### src/rtl/tdm_mux_pkg.sv
// Shared definitions for the 8:1 TDM multiplexer: channel count, select width
// and the slot-index type carried on out_sel.
package tdm_mux_pkg;

  localparam int NUM_CH = 8;
  localparam int SEL_W  = 3;

  typedef logic [SEL_W-1:0] ch_sel_t;

  // Slot indices wrap naturally modulo NUM_CH because SEL_W bits cover exactly 8 slots.
  function automatic ch_sel_t next_sel(input ch_sel_t s);
    return s + ch_sel_t'(1);
  endfunction

endpackage

### src/rtl/tdm_mux_8x1_if.sv
// Stream bundle for tdm_mux_8x1: eight valid/ready input lanes merged into one
// tagged output stream. The mux side uses "master", the surrounding logic "slave".
interface tdm_mux_8x1_if #(
  parameter int W = 8
);
  import tdm_mux_pkg::*;

  logic [NUM_CH*W-1:0] in_data;
  logic [NUM_CH-1:0]   in_valid;
  logic [NUM_CH-1:0]   in_ready;
  logic [W-1:0]        out_data;
  ch_sel_t             out_sel;
  logic                out_valid;
  logic                out_ready;

  modport master (
    input  in_data,
    input  in_valid,
    output in_ready,
    output out_data,
    output out_sel,
    output out_valid,
    input  out_ready
  );

  modport slave (
    output in_data,
    output in_valid,
    input  in_ready,
    input  out_data,
    input  out_sel,
    input  out_valid,
    output out_ready
  );

endinterface

### src/rtl/tdm_mux_8x1_rr_pick8.sv
// rr_pick8: combinational circular first-one finder over 8 requests, starting
// the search at base and wrapping 7 -> 0.
module rr_pick8
  import tdm_mux_pkg::*;
(
  input  logic [NUM_CH-1:0] req,
  input  ch_sel_t           base,
  output ch_sel_t           gnt_idx,
  output logic              any
);

  ch_sel_t idx;

  always_comb begin
    gnt_idx = base;
    idx     = base;
    // Walk from the furthest offset back to base so the nearest requester wins.
    for (int k = NUM_CH - 1; k >= 0; k--) begin
      idx = base + ch_sel_t'(k);
      if (req[idx]) gnt_idx = idx;
    end
  end

  assign any = |req;

endmodule

### src/rtl/tdm_mux_8x1.sv
// tdm_mux_8x1: registered round-robin 8:1 TDM merger; each beat is tagged with its
// source index. Build option TDM_MUX_SKIP_IDLE_EN selects skip-idle arbitration.
module tdm_mux_8x1
  import tdm_mux_pkg::*;
#(
  parameter int W = 8
) (
  input  logic          clk,
  input  logic          rst,
  tdm_mux_8x1_if.master bus
);

  ch_sel_t      ptr;
  ch_sel_t      grant;
  logic         offer;
  logic         load_en;
  logic         xfer;
  logic [W-1:0] grant_data;

  // The output register can take a beat when empty or being drained this cycle.
  assign load_en = !bus.out_valid || bus.out_ready;

`ifdef TDM_MUX_SKIP_IDLE_EN
  rr_pick8 u_pick (
    .req     (bus.in_valid),
    .base    (ptr),
    .gnt_idx (grant),
    .any     (offer)
  );
`else
  assign grant = ptr;
  assign offer = 1'b1;
`endif

  always_comb begin
    bus.in_ready = '0;
    if (load_en && offer && !rst) bus.in_ready[grant] = 1'b1;
  end

  assign xfer       = bus.in_valid[grant] && bus.in_ready[grant];
  assign grant_data = bus.in_data[grant*W +: W];

  // Output register stage: one beat plus its source tag.
  always_ff @(posedge clk) begin
    if (rst) begin
      bus.out_valid <= 1'b0;
      bus.out_data  <= '0;
      bus.out_sel   <= '0;
      ptr           <= '0;
    end else if (load_en) begin
      if (xfer) begin
        bus.out_valid <= 1'b1;
        bus.out_data  <= grant_data;
        bus.out_sel   <= grant;
      end else begin
        bus.out_valid <= 1'b0;
      end
`ifdef TDM_MUX_SKIP_IDLE_EN
      if (xfer) ptr <= next_sel(grant);
`else
      ptr <= next_sel(ptr);
`endif
    end
  end

endmodule

### src/flat_wrapper.sv
// flat-port wrapper written by rule: the top's interface ports become plain ports
module tdm_mux_8x1_flat import tdm_mux_pkg::*;
#(
  parameter int W = 8
)
  (clk, rst, bus_in_data, bus_in_valid, bus_in_ready, bus_out_data, bus_out_sel, bus_out_valid, bus_out_ready);
  tdm_mux_8x1_if #(.W(W)) bus_i ();
  input  logic clk;
  input  logic rst;
  input wire logic [$bits(bus_i.in_data)-1:0] bus_in_data;
  input wire logic [$bits(bus_i.in_valid)-1:0] bus_in_valid;
  output wire logic [$bits(bus_i.in_ready)-1:0] bus_in_ready;
  output wire logic [$bits(bus_i.out_data)-1:0] bus_out_data;
  output wire logic [$bits(bus_i.out_sel)-1:0] bus_out_sel;
  output wire logic [$bits(bus_i.out_valid)-1:0] bus_out_valid;
  input wire logic [$bits(bus_i.out_ready)-1:0] bus_out_ready;
  assign bus_i.in_data = bus_in_data;
  assign bus_i.in_valid = bus_in_valid;
  assign bus_in_ready = bus_i.in_ready;
  assign bus_out_data = bus_i.out_data;
  assign bus_out_sel = bus_i.out_sel;
  assign bus_out_valid = bus_i.out_valid;
  assign bus_i.out_ready = bus_out_ready;
  tdm_mux_8x1 #(.W(W)) u_core (.clk(clk), .rst(rst), .bus(bus_i));
endmodule
### config.mk
export PLATFORM = sky130hd
export DESIGN_NAME = tdm_mux_8x1_flat
export DESIGN_NICKNAME = d
export VERILOG_FILES = /design/src/rtl/tdm_mux_pkg.sv /design/src/rtl/tdm_mux_8x1_if.sv /design/src/rtl/tdm_mux_8x1_rr_pick8.sv /design/src/rtl/tdm_mux_8x1.sv /design/src/flat_wrapper.sv
export SDC_FILE = /design/constraint.sdc
export NUM_CORES = 1
export LEC_CHECK = 0
export ABC_CLOCK_PERIOD_IN_PS = 2800
export BUFFER_PORTS_ARGS = -buffer_cell sky130_fd_sc_hd__clkbuf_2
export CAP_MARGIN = 20
export CELL_PAD_IN_SITES_DETAIL_PLACEMENT = 1
export CELL_PAD_IN_SITES_GLOBAL_PLACEMENT = 2
export CORE_MARGIN = 2
export CORE_UTILIZATION = 23
export DETAILED_ROUTE_END_ITERATION = 8
export PLACE_DENSITY_LB_ADDON = 0.1
export SLEW_MARGIN = 20
export SYNTH_ARGS = -nofsm -noshare
export SYNTH_HDL_FRONTEND = slang
export SYNTH_SLANG_ARGS = --single-unit
export TNS_END_PERCENT = 5
### constraint.sdc
create_clock -name clk -period 2.8 [get_ports clk]
set_input_delay 0.7 -clock clk [delete_from_list [all_inputs] [get_ports clk]]
set_output_delay 0.7 -clock clk [all_outputs]
set_load 0.01 [all_outputs]
Word level (Yosys, flattened, before mapping)
Index checks and enable logic that the tools add are counted.
- register bits: 15
- output and inout port bits: 20
- logic and storage cells: 23
- add/sub/neg operators: 1
- order comparisons: 2
- shift-type cells: 1
- muxes and demuxes: 8
- reduce and logical (&&, ||, !) cells: 7
- operators with widths (kind ; number):
    $shiftx 64x7->8 ; 1
    $mux 8 ; 1
    $bmux 1 s3 ; 2
    $lt 3x4->1 const B ; 1
    $mux 1 ; 4
    $add 3x1->3 const B ; 1
    $demux 1 s3 ; 1
    $ge 3x1->1 const B ; 1
    $logic_and 1x1->1 ; 3
    $logic_not 1->1 ; 2
    $reduce_and 2->1 ; 1
    $logic_or 1x1->1 ; 1

Longest topological paths before layout
Gate-level depths: netlist of run 1.
- depth in word-level cells: 9
- mapped depth: 6
- gate-level depth less buffers: 4

Least setup slack after synthesis of run 1
Ideal clock, no wire load.
- kind: input port to output port
- start: in bus_out_ready
- end: out bus_in_ready[0]
- data arrival time: 1438 ps
- data required time: 2100 ps
- slack: 662 ps
- stages on the path: 4
- cells stage by stage: nor2b_1 -> clkbuf_1 -> or3_1 -> nor2_1
- word-level cells in the longest chain between the ends: 3
- RTL lines (item ; line ; source):
    from (decl) ; flat_wrapper.sv:16 ; input wire logic [$bits(bus_i.out_ready)-1:0] bus_out_ready;
    $logic_or 1x1->1 ; tdm_mux_8x1.sv:21 ; assign load_en = !bus.out_valid || bus.out_ready;
    $logic_and 1x1->1 ; tdm_mux_8x1.sv:37 ; if (load_en && offer && !rst) bus.in_ready[grant] = 1'b1;
    $mux 8 ; tdm_mux_8x1.sv:37 ;
    to (decl) ; flat_wrapper.sv:12 ; output wire logic [$bits(bus_i.in_ready)-1:0] bus_in_ready;
No other way between the ends.

Worst setup path in the final report of run 1
- start: reg u_core.ptr[0] (netlist: u_core.grant[0])
- end: out bus_in_ready[3]
- word-level cells in the longest chain between the ends: 5
- RTL lines (item ; line ; source):
    from (decl) ; tdm_mux_8x1.sv:13 ; ch_sel_t ptr;
    from (signal assigned) ; tdm_mux_8x1.sv:61 ; ptr <= next_sel(ptr);
    $lt 3x4->1 (not written as such) or $ge 3x1->1 (tied branches) ; tdm_mux_8x1.sv:37 ;
    $logic_and 1x1->1 (not written as such) ; tdm_mux_8x1.sv:37 ;
    $mux 1 (not written as such) ; tdm_mux_8x1.sv:37 ;
    $demux 1 s3 (*) ; - ;
    $mux 8 (*) ; tdm_mux_8x1.sv:37 ;
Every way passes the cells marked *; elsewhere a longest branch is shown, timed or not.

==> flow_metrics.tcl, run 1 <==
set metrics [dict create \
    async_flop_share 0 \
    core_area_um2 5110 \
    clock_skew_ps 8.22 \
    critPathLaunchType "flop" \
    drive_gt1_frac 0.633 \
    grtUsageTotal 0.127 \
    htree_levels 1 \
    p_per_area_nw_per_um2 540 \
    root_buffer "clkbuf_8" \
    outcome "finished, final reports clean" \
    vdd_drop_max_mv 0.163 \
    routed_wl_um 3650 \
    finalSetupViolations 0 \
    criticalPathCategory "flop to primary output" \
    rows 26 \
    synth_edf_count 0 \
    final_cell_mix "clkbuf_2, mux2i_1, mux4_2, dfxtp_1, nor2_1" \
    synth_largest_area_cell "mux4_2" \
    r2r_start "u_core.grant[0]" \
    utilization 0.349 \
    p_leak_nw 0.872 \
    clock_latency_ps 250 \
    antenna_found_initial 0 \
    fill_cells 625 \
    cp-startpoint "u_core.grant[0]" \
    synth-seq-cells 15 \
    overflow 0 \
    rsz0062_at_grt "false" \
    hold_viol_final 0 \
    power_frac_comb 0.503 \
    internal-power_w 0.000629 \
    area_delta_synth_final_pct 45.9 \
    synthesis.nets 179 \
    fin_crit_sh 0.826 \
    min-delay-path-class "flop to flop" \
    hpwl_um 3100 \
    yosysTopAreaCellShare 0.295 \
    crit_fanout 20 \
    clock_path_buffers 2 \
    wl_per_cell_um 13.7 \
    end_kind "primary output" \
    cts_tree "done" \
    cts_resized 0 \
    yosysSeqAreaShare 0.246 \
    r2r_setup_slack_ps 770 \
    max_slew_margin 0.473 \
    syn_area_um2 1220 \
    diodes 0 \
    worstHoldPathCells 2 \
    max_slew.worst_pin.slew_ps 790 \
    synth_flop_cell "dfxtp_1" \
    avgSynthCellArea_um2 11.9 \
    portBuffers 94 \
    r2r_end "u_core.bus.out_sel[2]" \
    clockPowerShare 0.183 \
    rr_worst_depth 4 \
    die_width_um 76.9 \
    switchingPower_w 0.000333 \
    drc 0 \
    grt_first_pass_wirelength_um 6100 \
    synth_area_leaders "mux4_2, dfxtp_1, mux2i_1" \
    crit_required_ps 2100 \
    syn_inst 103 \
    timing.final.crit_period_ps 2310 \
    numCtsBuffers 3 \
    p_seq_frac 0.314 \
    start_util 0.239 \
    yosysUniqueCellTypes 22 \
    place_area_um2 1740 \
    fmax_mhz 432 \
    drt_iter0_drc 36 \
    ios 95 \
    cts_setup_buffers 0 \
    maxSlewViolCount 0 \
    dieArea_um2 5910 \
    arrival_ps 1610 \
    final_common_cell "clkbuf_2" \
    place.gp.congestion 0.700 \
    sw_frac_of_total 0.346 \
    avgViaCountPerCell 4.45 \
    grt_pass1_vias 1327 \
    fin_area_um2 1780 \
    die_y_um 76.9 \
    nets 273 \
    clk_pin_slew_ps 70 \
    maxCapViolCount 0 \
    finalSetupTns_ps 0 \
    drt_pre_antenna_iters 4 \
    hold_buffers 0 \
    critPathCapture "bus_in_ready[3]" \
    vias 1184 \
    postRouteAntennaNets 0 \
    grt_max_degree 21 \
    clock-sinks 15 \
    ys_warn_count 0 \
]
[state kept, by name, indices dropped and copies added (netlist names)]
name	count
u_core.bus.out_data	8
u_core.bus.out_sel	3
u_core.bus.out_valid	1
u_core.grant	3
[power by group through the flow]
| stage | registers, W | clock network, W | logic [W] |
|---|---|---|---|
| CTS | 0.000303 | 0.000183 | 0.000500 |
| detailed placement | 0.000307 | 0 | 0.000500 |
| global placement | 0.000304 | 0 | 0.000490 |
| global route | 0.000309 | 0.000192 | 0.000541 |
| finish | 0.000302 | 0.000176 | 0.000484 |
| floorplan | 0.000318 | 0 | 0.000344 |
[layer usage]
layer | global-route usage | wire length [µm] | vias up
li1 | - | - | 569
met3 | 0.0294 | 306 | 4
met4 | 0.0436 | 41 | 0
met1 | 0.142 | 1410 | 547
met5 | 0 | 0 | -
met2 | 0.233 | 1900 | 64
[cell type report]
class / instances / area (µm²) / share of cell area
multi-input cells: 79 / 847 / 0.475
well taps: 70 / 87.6 / 0.0492
flip-flops and latches: 15 / 300 / 0.169
repair buffers: 98 / 500 / 0.281
clock inverters: 1 / 5.00 / 0.00281
clock buffers: 3 / 41.3 / 0.0232
[critical path, cell delays in order, from the launching register on]
cell and delay [ps]:
dfxtp_1 490, buf_4 410, nand2_1 180, nor2_1 140, clkbuf_2 140
[Yosys cell counts (2+ instances only)]
master	number
buf_2	2
mux4_2	16
nand2b_1	9
dfxtp_1	15
clkbuf_1	2
mux2i_1	21
buf_6	5
nor2_1	13
mux2_4	2
nor2b_1	5
o22ai_2	2
[per-stage QoR]
step	total power (W)	setup WS, ps	hold WS [ps]	cells
after floorplan	0.000662	662	496	103
after global placement	0.000794	524	463	262
after detailed placement	0.000807	481	473	262
after CTS	0.000986	432	485	266
after global routing	0.00104	321	507	266
final	0.000962	487	480	266
[cell families after synthesis]
group | synth area share
muxes | 0.501
xor gates and xnor gates | 0.0143
and+or+nand+nor | 0.140
adders and majority gates | 0.0102
buffers and inverters | 0.0605
AOI/OAI and AO/OA | 0.0277
DFF | 0.246
[how the worst min path moves through the flow]
stage                            from                      to  slack, ps
6_report       u_core.bus.out_data[6]  u_core.bus.out_data[6]        480
5_1_grt        u_core.bus.out_data[6]  u_core.bus.out_data[6]        510
4_1_cts        u_core.bus.out_data[6]  u_core.bus.out_data[6]        480
3_5_place_dp   u_core.bus.out_data[6]  u_core.bus.out_data[6]        470
3_3_place_gp   u_core.bus.out_data[2]  u_core.bus.out_data[2]        460
2_1_floorplan  u_core.bus.out_data[0]  u_core.bus.out_data[0]        500
(Power assumes the default switching activity.)
==> inputs of run 2 (changes only) <==
Settings changed: ABC_CLOCK_PERIOD_IN_PS 2800 to 2200, CORE_UTILIZATION 23 to 22.
Clock period 2.8 ns to 2.2 ns, I/O delays scaled along.
==> run 2 against run 1 <==
Against the previous run:
- critical path depth unchanged
- largest power group unchanged
- total power up 28%
- worst hold slack got worse by 5.8 ps
- register-to-register slack got worse by 290 ps
- critical path type unchanged
- wire length fell by 1.8%
- clock-buffer cell count grew 1
==> flow_metrics.tcl, run 2 (same netlist as run 1, synthesis figures left out) <==
set metrics [dict create \
    worstHoldPathCells 2 \
    critPathLaunchType "flop" \
    htree_levels 1 \
    core_area_um2 5440 \
    area_delta_synth_final_pct 47.3 \
    p_per_area_nw_per_um2 685 \
    drc 0 \
    cts_resized 0 \
    start_util 0.225 \
    r2r_start "u_core.grant[0]" \
    ios 95 \
    clock_skew_ps 0.636 \
    p_leak_nw 0.879 \
    crit_fanout 4 \
    cts_tree "done" \
    maxCapViolCount 0 \
    finalSetupTns_ps 0 \
    avgViaCountPerCell 4.35 \
    portBuffers 94 \
    vdd_drop_max_mv 0.255 \
    wl_per_cell_um 13.3 \
    finalSetupViolations 0 \
    critPathCapture "bus_in_ready[0]" \
    drive_gt1_frac 0.636 \
    cp-startpoint "u_core.bus.out_valid" \
    hold_viol_final 0 \
    die_width_um 78.5 \
    grt_max_degree 20 \
    grt_first_pass_wirelength_um 5790 \
    top_register "u_core.bus.out_data" \
    whs_ps 474 \
    criticalPathCategory "flop to primary output" \
    final_cell_mix "clkbuf_2, mux2i_1, mux4_2, dfxtp_1, nor2_1" \
    clock_path_buffers 2 \
    fmax_mhz 525 \
    antenna_found_initial 0 \
    clock_latency_ps 240 \
    use_met2 0.209 \
    clock-sinks 15 \
    timing.final.crit_period_ps 1910 \
    outcome "finished, final reports clean" \
    rr_worst_depth 5 \
    max_slew.worst_pin.slew_ps 485 \
    dieArea_um2 6160 \
    drt_pre_antenna_iters 3 \
    fill_cells 653 \
    vias 1174 \
    routed_wl_um 3590 \
    r2r_setup_slack_ps 480 \
    grtUsageTotal 0.119 \
    numCtsBuffers 3 \
    place.gp.congestion 0.665 \
    arrival_ps 1360 \
    nets 275 \
    overflow 0 \
    rows 27 \
    rsz0062_at_grt "false" \
    root_buffer "clkbuf_8" \
    utilization 0.331 \
    use_met3 0.0287 \
    crit_required_ps 1650 \
    clk_pin_slew_ps 60 \
    hold_buffers 0 \
    top_usage_layer "met2" \
    maxSlewViolCount 0 \
    use_met1 0.144 \
    largest_register_ffs 8 \
    final_common_cell "clkbuf_2" \
    die_y_um 78.5 \
    cts_setup_buffers 0 \
    diodes 0 \
    grt_pass1_vias 1292 \
    fin_crit_sh 0.867 \
    hpwl_um 3060 \
    drt_iter0_drc 15 \
    r2r_end "u_core.bus.out_data[0]" \
    end_kind "primary output" \
    postRouteAntennaNets 0 \
    max_slew_margin 0.677 \
    min-delay-path-class "flop to flop" \
]
run 2: how the worst min path moves through the flow:
stage | start | end | slack (ps)
finish | u_core.bus.out_data[7] | u_core.bus.out_data[7] | 470
global route | u_core.bus.out_data[5] | u_core.bus.out_data[5] | 500
CTS | u_core.bus.out_data[7] | u_core.bus.out_data[7] | 480
detailed placement | u_core.bus.out_data[7] | u_core.bus.out_data[7] | 470
global placement | u_core.bus.out_data[4] | u_core.bus.out_data[4] | 460
floorplan | u_core.bus.out_data[0] | u_core.bus.out_data[0] | 500
run 2: power by group:
part	internal, W	leakage (nW)	switching [W]	total (W)
sequential	0.000339	0.124	0.0000471	0.000387
clock	0.000128	0.0228	0.0000965	0.000225
combinational	0.000343	0.733	0.000278	0.000621
run 2: cell type report:
cell class | count | area [µm²] | area share
Clock buffer | 4 | 45.0 | 0.0250
Multi-Input combinational cell | 79 | 847 | 0.471
Sequential cell | 15 | 302 | 0.168
Tap cell | 72 | 90.1 | 0.0501
Timing Repair Buffer | 100 | 515 | 0.287
run 2: critical path: stages, from the launching register on:
cell	delay [ps]
dfxtp_1	300
nor2b_1	150
or3_1	390
nor2_1	130
clkbuf_2	140
run 2: metrics by stage:
| stage | cells | setup slack (ps) | area [µm²] | power (W) |
|---|---|---|---|---|
| 6_report | 270 | 294 | 1800 | 0.00123 |
| 5_1_grt | 270 | 192 | 1800 | 0.00133 |
| 4_1_cts | 270 | 279 | 1800 | 0.00126 |
| 3_5_place_dp | 266 | 289 | 1750 | 0.00103 |
| 3_3_place_gp | 266 | 311 | 1750 | 0.00102 |
| 2_1_floorplan | 103 | 362 | 1220 | 0.000842 |
run 2: per-layer routing:
| layer | part of all wire | up-vias |
|---|---|---|
| met4 | 0.0022 | 0 |
| met3 | 0.071 | 2 |
| li1 | - | 572 |
| met1 | 0.43 | 553 |
| met2 | 0.50 | 47 |
| met5 | 0 | - |
